## config.mk

```make
export PLATFORM = sky130hd
export DESIGN_NAME = tmr_prescaler
export DESIGN_NICKNAME = d
export VERILOG_FILES = /design/src/rtl/tmr_prescaler.sv
export SDC_FILE = /design/constraint.sdc
export NUM_CORES = 1
export LEC_CHECK = 0
export ABC_CLOCK_PERIOD_IN_PS = 1350
export BUFFER_PORTS_ARGS = -buffer_cell sky130_fd_sc_hd__buf_2
export CAP_MARGIN = 10
export CORE_UTILIZATION = 50
export CTS_BUF_LIST = sky130_fd_sc_hd__clkbuf_4
export DETAILED_ROUTE_END_ITERATION = 6
export GPL_ROUTABILITY_DRIVEN = 0
export MAX_ROUTING_LAYER = met4
export PLACE_DENSITY = 0.74
export SKIP_CTS_REPAIR_TIMING = 1
export SLEW_MARGIN = 20
export SYNTH_ARGS = -nofsm -noshare
export SYNTH_HDL_FRONTEND = slang
export SYNTH_SLANG_ARGS = --single-unit
```

## constraint.sdc

```tcl
create_clock -name PCLK -period 1.35 [get_ports PCLK]
set_clock_uncertainty 0.1 [all_clocks]
set_input_delay 0.27 -clock PCLK [delete_from_list [all_inputs] [get_ports PCLK]]
set_output_delay 0.27 -clock PCLK [all_outputs]
set_load 0.01 [all_outputs]
```

## src/rtl/tmr_prescaler.sv

```systemverilog
// Timebase for the 8-bit timer clock selector: free-running PCLK prescaler taps
// plus synchronised, edge-selected external count strobes from TMCI0/TMCI1.
module tmr_prescaler #(
  parameter int DIV_WIDTH   = 13,
  parameter int SYNC_STAGES = 2
) (
  input  logic       PCLK,
  input  logic       PRESETn,
  input  logic       EN,
  input  logic       TMCI0,
  input  logic       TMCI1,
  input  logic [1:0] EDGE0,
  input  logic [1:0] EDGE1,
  output logic       P_2,
  output logic       P_8,
  output logic       P_32,
  output logic       P_64,
  output logic       P_1024,
  output logic       P_8192,
  output logic       TMCI0_EDGE,
  output logic       TMCI1_EDGE
);

  // Priming lasts as long as a pin level takes to reach the edge detector.
  localparam int                PRIME_W    = $clog2(SYNC_STAGES + 2);
  localparam logic [PRIME_W-1:0] PRIME_DONE = PRIME_W'(SYNC_STAGES + 1);

  logic [DIV_WIDTH-1:0]   cnt;
  logic [1:0]             pin;
  logic [SYNC_STAGES-1:0] sync_p0 [2];
  logic [1:0]             sync_q;
  logic [1:0]             prev_p1;
  logic [1:0]             rise;
  logic [1:0]             fall;
  logic [1:0]             sel_hit;
  logic [PRIME_W-1:0]     prime_cnt;
  logic                   primed;

  // True when the low 'bits' bits of the counter are all ones, i.e. the
  // increment about to happen completes one period of 2^bits.
  function automatic logic tap_full(input logic [DIV_WIDTH-1:0] c, input int bits);
    logic [DIV_WIDTH-1:0] m;
    m = (DIV_WIDTH'(1) << bits) - DIV_WIDTH'(1);
    return (c & m) == m;
  endfunction

  function automatic logic edge_sel(input logic [1:0] sel, input logic r, input logic f);
    return (sel[0] & r) | (sel[1] & f);
  endfunction

  // ---- prescaler: counter and registered tap strobes ----
  always_ff @(posedge PCLK) begin
    if (!PRESETn) begin
      cnt    <= '0;
      P_2    <= 1'b0;
      P_8    <= 1'b0;
      P_32   <= 1'b0;
      P_64   <= 1'b0;
      P_1024 <= 1'b0;
      P_8192 <= 1'b0;
    end else begin
      if (EN) cnt <= cnt + DIV_WIDTH'(1);
      P_2    <= EN & tap_full(cnt, 1);
      P_8    <= EN & tap_full(cnt, 3);
      P_32   <= EN & tap_full(cnt, 5);
      P_64   <= EN & tap_full(cnt, 6);
      P_1024 <= EN & tap_full(cnt, 10);
      P_8192 <= EN & tap_full(cnt, 13);
    end
  end

  // ---- p0: pin synchronisers; p1: previous synced level for edge detect ----
  assign pin = {TMCI1, TMCI0};

  for (genvar i = 0; i < 2; i++) begin : g_pin
    assign sync_q[i] = sync_p0[i][SYNC_STAGES-1];
  end

  assign rise       = sync_q & ~prev_p1;
  assign fall       = ~sync_q & prev_p1;
  assign sel_hit[0] = edge_sel(EDGE0, rise[0], fall[0]);
  assign sel_hit[1] = edge_sel(EDGE1, rise[1], fall[1]);
  assign primed     = (prime_cnt == PRIME_DONE);

  // ---- p2: registered edge strobes, gated until the sync chain holds real pin data ----
  always_ff @(posedge PCLK) begin
    if (!PRESETn) begin
      for (int i = 0; i < 2; i++) sync_p0[i] <= '0;
      prev_p1    <= '0;
      prime_cnt  <= '0;
      TMCI0_EDGE <= 1'b0;
      TMCI1_EDGE <= 1'b0;
    end else begin
      for (int i = 0; i < 2; i++) sync_p0[i] <= {sync_p0[i][SYNC_STAGES-2:0], pin[i]};
      prev_p1 <= sync_q;
      if (!primed) prime_cnt <= prime_cnt + PRIME_W'(1);
      TMCI0_EDGE <= primed & sel_hit[0];
      TMCI1_EDGE <= primed & sel_hit[1];
    end
  end

endmodule

```

# After elaboration in Yosys (flattened, before gate mapping)
# Memories as Yosys holds them, arrays and structs flattened.
# Index checks and enable logic that the tools add are counted.
word_totals:
  wordCells: 44
  out_inout_bits: 8
  ff_bits: 25
  in_bits: 9
  ram_bits: 4
  memories: 1
classes:
  n_bitwise: 20
  mux: 4
  n_eq_ne: 6
  n_addsub: 2
mem_list:
  columns: ["name", "words", "word_bits", "read_ports", "rd_clocked_by_memory_dff", "write_ports", "line", "rtl"]
  rows:
  - ["sync_p0", 2, 2, 2, 0, 2, "30", "logic [SYNC_STAGES-1:0] sync_p0 [2];"]
op_table:
  columns: ["operator", "n"]
  rows:
  - ["adder 13 x 1 -> 13 bit, second input constant", 1]
  - ["equality test 13 bit, second input constant", 1]
  - ["AND 1 bit", 12]
  - ["equality test 10 bit, second input constant", 1]
  - ["equality test 6 bit, second input constant", 1]
  - ["equality test 5 bit, second input constant", 1]
  - ["AND 2 bit", 2]
  - ["2-to-1 mux 2 bit", 2]
  - ["NOT 2 bit", 2]
  - ["OR 1 bit", 4]
  - ["equality test 3 bit, second input constant", 1]
  - ["adder 2 x 1 -> 2 bit, second input constant", 1]
  - ["equality test 2 bit, second input constant", 1]
  - ["2-to-1 mux 1 bit", 2]

# Logic depth before layout (Yosys ltp)
depth:
  ltp_word: 5
  mapped_depth: 5
  mapped_depth_nobuf: 5

# Worst setup path before layout
# OpenSTA, ideal clock, no wires.
synth_path:
  path_kind: "reg2reg"
  from: "register cnt[0]"
  to: "register cnt[12]"
  required_ns: 1.178
  n_path_buf: 0
  arrival_time_ns: 1.313
  period_less_slack_ns: 1.485
  setup_time_ns: 0.072
  setup_slack_ns: -0.135
  stages_incl_launch_ff: 5
  cell_sequence: "dfxtp_1 -> ha_1 -> nand4_1 -> nor4_1 -> mux2i_1"
synth_via:
  elab_chain_cells: 1
synth_rtl:
  columns: ["item", "line", "rtl"]
  rows:
  - ["start, declared", "28", "logic [DIV_WIDTH-1:0] cnt;"]
  - ["start signal, assigned", "62", "if (EN) cnt <= cnt + DIV_WIDTH'(1);"]
  - ["adder 13 x 1 -> 13 bit", "62", null]
# Every way passes these cells.
# A chain may end at the register's enable or synchronous reset.

# Worst setup path in the final report
layout_path:
  from: "register cnt[0]"
  to: "register cnt[8]"
# The elaborated chain is that of the path after synthesis.

==> results.md <==
- Dividing the final minimum period by the clock period gives 1.032.
- The total length of routed wires is 2069 µm.
- In this run the worst path has a maximum fanout of 6.
- The data arrival time of the worst path is 1560 ps.
- Buffers placed on the I/O ports in this run total 16.
- For this run, the register share of the synthesized area comes to 0.5156.
- The sequential cells in the finished layout cover a total of 595.6 µm².
- Clock-pin slew was measured on the worst setup and hold paths at 80 ps.
- The number of clock sinks is 29.
- The site row count is 16.
- TritonCTS built the clock tree.
- The max-cap violation count is 0.
- In the final layout, the multi-input gates occupy 605.6 µm².
- The commonest non-fill, non-tap cell in the layout is sky130_fd_sc_hd__dfxtp_1.
- The library cells used most frequently in the layout, excluding fill and tap cells, are sky130_fd_sc_hd__dfxtp_1, sky130_fd_sc_hd__buf_2, sky130_fd_sc_hd__buf_4.
- The ratio of total power to cell area is 996.7 nW/µm².
- The die covers 2446 µm².
- From bottom edge to top edge, the die measures 49.46 µm.
- Entering global routing, the biggest net connects 17 pins.
- At the end of the flow, the number of nets in the layout was 157.
- The overall overflow remaining after global route is 0.
- In the global route stage, overall resource usage came out at 0.1988.
- The die boundary width is 49.46 µm.
- The count of distinct cell types in the synthesized netlist is 29.
- The antenna diode instance count is 0.
- The critical path data required time is 1520 ps.
- The detail route stage leaves a number of antenna-violating nets equal to 0.
- From synthesis to final layout, the design area changed by 32.67%.
- The mean cell area of the mapped netlist is 10.33 µm².
- For this run, the top clock speed supported by timing is 718.0 MHz.
- STA classifies the critical path endpoint as a register.
- The via count normalized by instance count is 5.128.
- For the final routed database, the setup TNS stands at -132.9 ps.
- The completed layout was analyzed and its total power is 1.489 mW.
- The wire length of the first global-routing pass is 3429 µm.
- The number of global-route vias before repair came to 813.
- The count of mapped cells out of synthesis is 109.
- The worst setup slack after layout is -42.68 ps.
- The number of hold violations in the final report came to 0.
- Buffers inserted during clock tree synthesis total 5.
- The cell at the root of the clock tree is sky130_fd_sc_hd__clkbuf_4.
- The path class of the tightest hold or removal check is input port to register.
- The initial antenna violation count was 0.
- When the netlist entered floorplanning its net count stood at 122.
- During synthesis, Yosys emitted a total of 0 warnings.
- The first-pass detailed-route iteration total is 4.
- In this run the number of H-tree levels came out at 2.
- Setup violations remaining at the end of the flow were counted as 7.
- Setup repair after global routing could not meet its margin everywhere.
- After legalization and detailed placement, the total HPWL measured 1374 µm.
- In this run, the number of DRC markers left after iteration 0 of detailed routing was 9.
- The final reports fail on negative setup slack.
- The run finished, with violations left.
- The number of storage elements in the synthesis netlist is 29.
- The maximum vdd ir drop is 0.001092 V.
- The kind of critical path is register to register.
- Dividing the detail-routed wire length by the instance count gives 12.03 µm.
- The headroom to the max-slew limit is 0.8084.
- The slew at the pin closest to its max-slew limit is 283.7 ps.
- The fraction of layout cells with a size suffix above 1 is 0.4207.
- The initial utilization of the core area, before any placement, comes to 0.5515.
- The worst setup path is launched from a register.
- The cell leakage power is 0.6282 nW.
- The total area inside the core boundary comes to 2042 µm².
- The minimum clock period is 1393 ps.
- The summed instance area of the synthesized netlist is 1126 µm².
- The number of placed I/O pins is 17.
- In the routed design, unresolved DRC markers number 0.
- The number of max-slew violations in the final report is 0.
- The clock reaches the later pin of the worst-skew pair after 330 ps.
- The maximum buffer depth of the clock tree is 2.
- The routed layout has 882 vias.
- The final-layout fill cell count is 156.
[cell families (layout without fill, tap and decap cells)]
logic type	after synthesis	count (layout)	share of synthesized area
AOI/OAI and AO/OA	14	14	0.07333
DFF	29	29	0.5156
and+or+nand+nor	48	48	0.2567
xor gates and xnor gates	3	3	0.02334
buffers and inverters	5	41	0.03333
adders and majority gates	4	4	0.04445
muxes	6	6	0.05334
[where the power goes]
group          switching (mW)  internal (mW)  total, mW
Clock                   0.284          0.187      0.471
Sequential             0.0222          0.883      0.905
Combinational          0.0545         0.0586      0.113
[stage by stage]
stage | cells | hold slack [ps] | utilization | cell area, µm² | setup WS [ps]
2_1_floorplan | 109 | 297.3 | - | 1154 | 0.1738
3_3_place_gp | 159 | 316.0 | 0.6446 | 1316 | -58.31
3_5_place_dp | 159 | 318.5 | 0.6446 | 1316 | -134.1
4_1_cts | 167 | 44.92 | 0.6691 | 1366 | -145.9
5_1_grt | 172 | 41.12 | 0.7316 | 1494 | -126.6
6_report | 172 | 50.90 | 0.7316 | 1494 | -42.68
[state kept, by name, indices dropped and copies added (netlist names)]
signal,flops
prime_cnt,2
TMCI0_EDGE,1
P_32,1
cnt,13
P_8192,1
P_2,1
TMCI1_EDGE,1
P_64,1
sync_p0,4
prev_p1,2
P_1024,1
P_8,1
[worst paths after layout]
| check | startpoint | endpoint | slack, ps | cells after the start |
|---|---|---|---|---|
| min | TMCI1 | sync_p0[0][2]$_SDFF_PN0_ | 50 | 2 |
| max reg2reg | cnt[0]$_SDFFE_PN0P_ | cnt[8]$_SDFFE_PN0P_ | -40 | 5 |
| max | cnt[0]$_SDFFE_PN0P_ | cnt[8]$_SDFFE_PN0P_ | -40 | 5 |
| min reg2reg | sync_p0[0][2]$_SDFF_PN0_ | sync_p0[0][3]$_SDFF_PN0_ | 340 | 1 |
[area by class of cell]
type | count | area share
Inverter | 1 | 0.002513
Sequential cell | 29 | 0.3987
Clock inverter | 3 | 0.008375
Tap cell | 27 | 0.02261
Clock buffer | 5 | 0.02513
Timing Repair Buffer | 32 | 0.1374
Multi-Input combinational cell | 75 | 0.4054
[cell usage after synthesis]
| cell type | n | area (µm²) |
|---|---|---|
| sky130_fd_sc_hd__buf_6 | 2 | 22.52 |
| sky130_fd_sc_hd__dfxtp_1 | 29 | 580.6 |
| sky130_fd_sc_hd__nand4_1 | 2 | 12.51 |
| sky130_fd_sc_hd__xnor2_1 | 1 | 8.760 |
| sky130_fd_sc_hd__or3_1 | 2 | 12.51 |
| sky130_fd_sc_hd__a21oi_1 | 7 | 35.03 |
| sky130_fd_sc_hd__mux2i_1 | 6 | 60.06 |
| sky130_fd_sc_hd__nor4_1 | 3 | 18.77 |
| sky130_fd_sc_hd__inv_1 | 1 | 3.750 |
| sky130_fd_sc_hd__clkbuf_1 | 1 | 3.750 |
| sky130_fd_sc_hd__xor2_1 | 2 | 17.52 |
| sky130_fd_sc_hd__nand3b_1 | 4 | 30.03 |
| sky130_fd_sc_hd__and4_1 | 1 | 8.760 |
| sky130_fd_sc_hd__o311ai_0 | 1 | 8.760 |
| sky130_fd_sc_hd__nand4_4 | 1 | 21.27 |
| sky130_fd_sc_hd__or4_1 | 2 | 15.01 |
| sky130_fd_sc_hd__buf_4 | 1 | 7.510 |
| sky130_fd_sc_hd__o41ai_1 | 1 | 8.760 |
| sky130_fd_sc_hd__o31ai_1 | 2 | 15.01 |
| sky130_fd_sc_hd__or3_2 | 1 | 7.510 |
| sky130_fd_sc_hd__and3_2 | 1 | 7.510 |
| sky130_fd_sc_hd__ha_1 | 4 | 50.05 |
| sky130_fd_sc_hd__nand2_1 | 11 | 41.29 |
| sky130_fd_sc_hd__nor2_1 | 7 | 26.28 |
| sky130_fd_sc_hd__nor4_2 | 1 | 12.51 |
| sky130_fd_sc_hd__nand2b_1 | 3 | 18.77 |
| sky130_fd_sc_hd__and2_1 | 6 | 37.54 |
| sky130_fd_sc_hd__and3_1 | 3 | 18.77 |
| sky130_fd_sc_hd__o21ai_0 | 3 | 15.01 |
[layer usage]
metal	vias up	wire length (µm)	GRT usage
li1	457	-	-
met1	407	924	0.2146
met2	12	1001	0.3037
met3	6	94	0.09568
met4	0	48	0.1000
met5	-	0	-
[critical path, cell delays in order (launching register included)]
cell and delay [ps]:
sky130_fd_sc_hd__dfxtp_4 380, sky130_fd_sc_hd__ha_4 150, sky130_fd_sc_hd__nand4_1 110, sky130_fd_sc_hd__buf_6 160, sky130_fd_sc_hd__or3_4 330, sky130_fd_sc_hd__a21oi_2 110
Power figures use the tool's default switching activity.
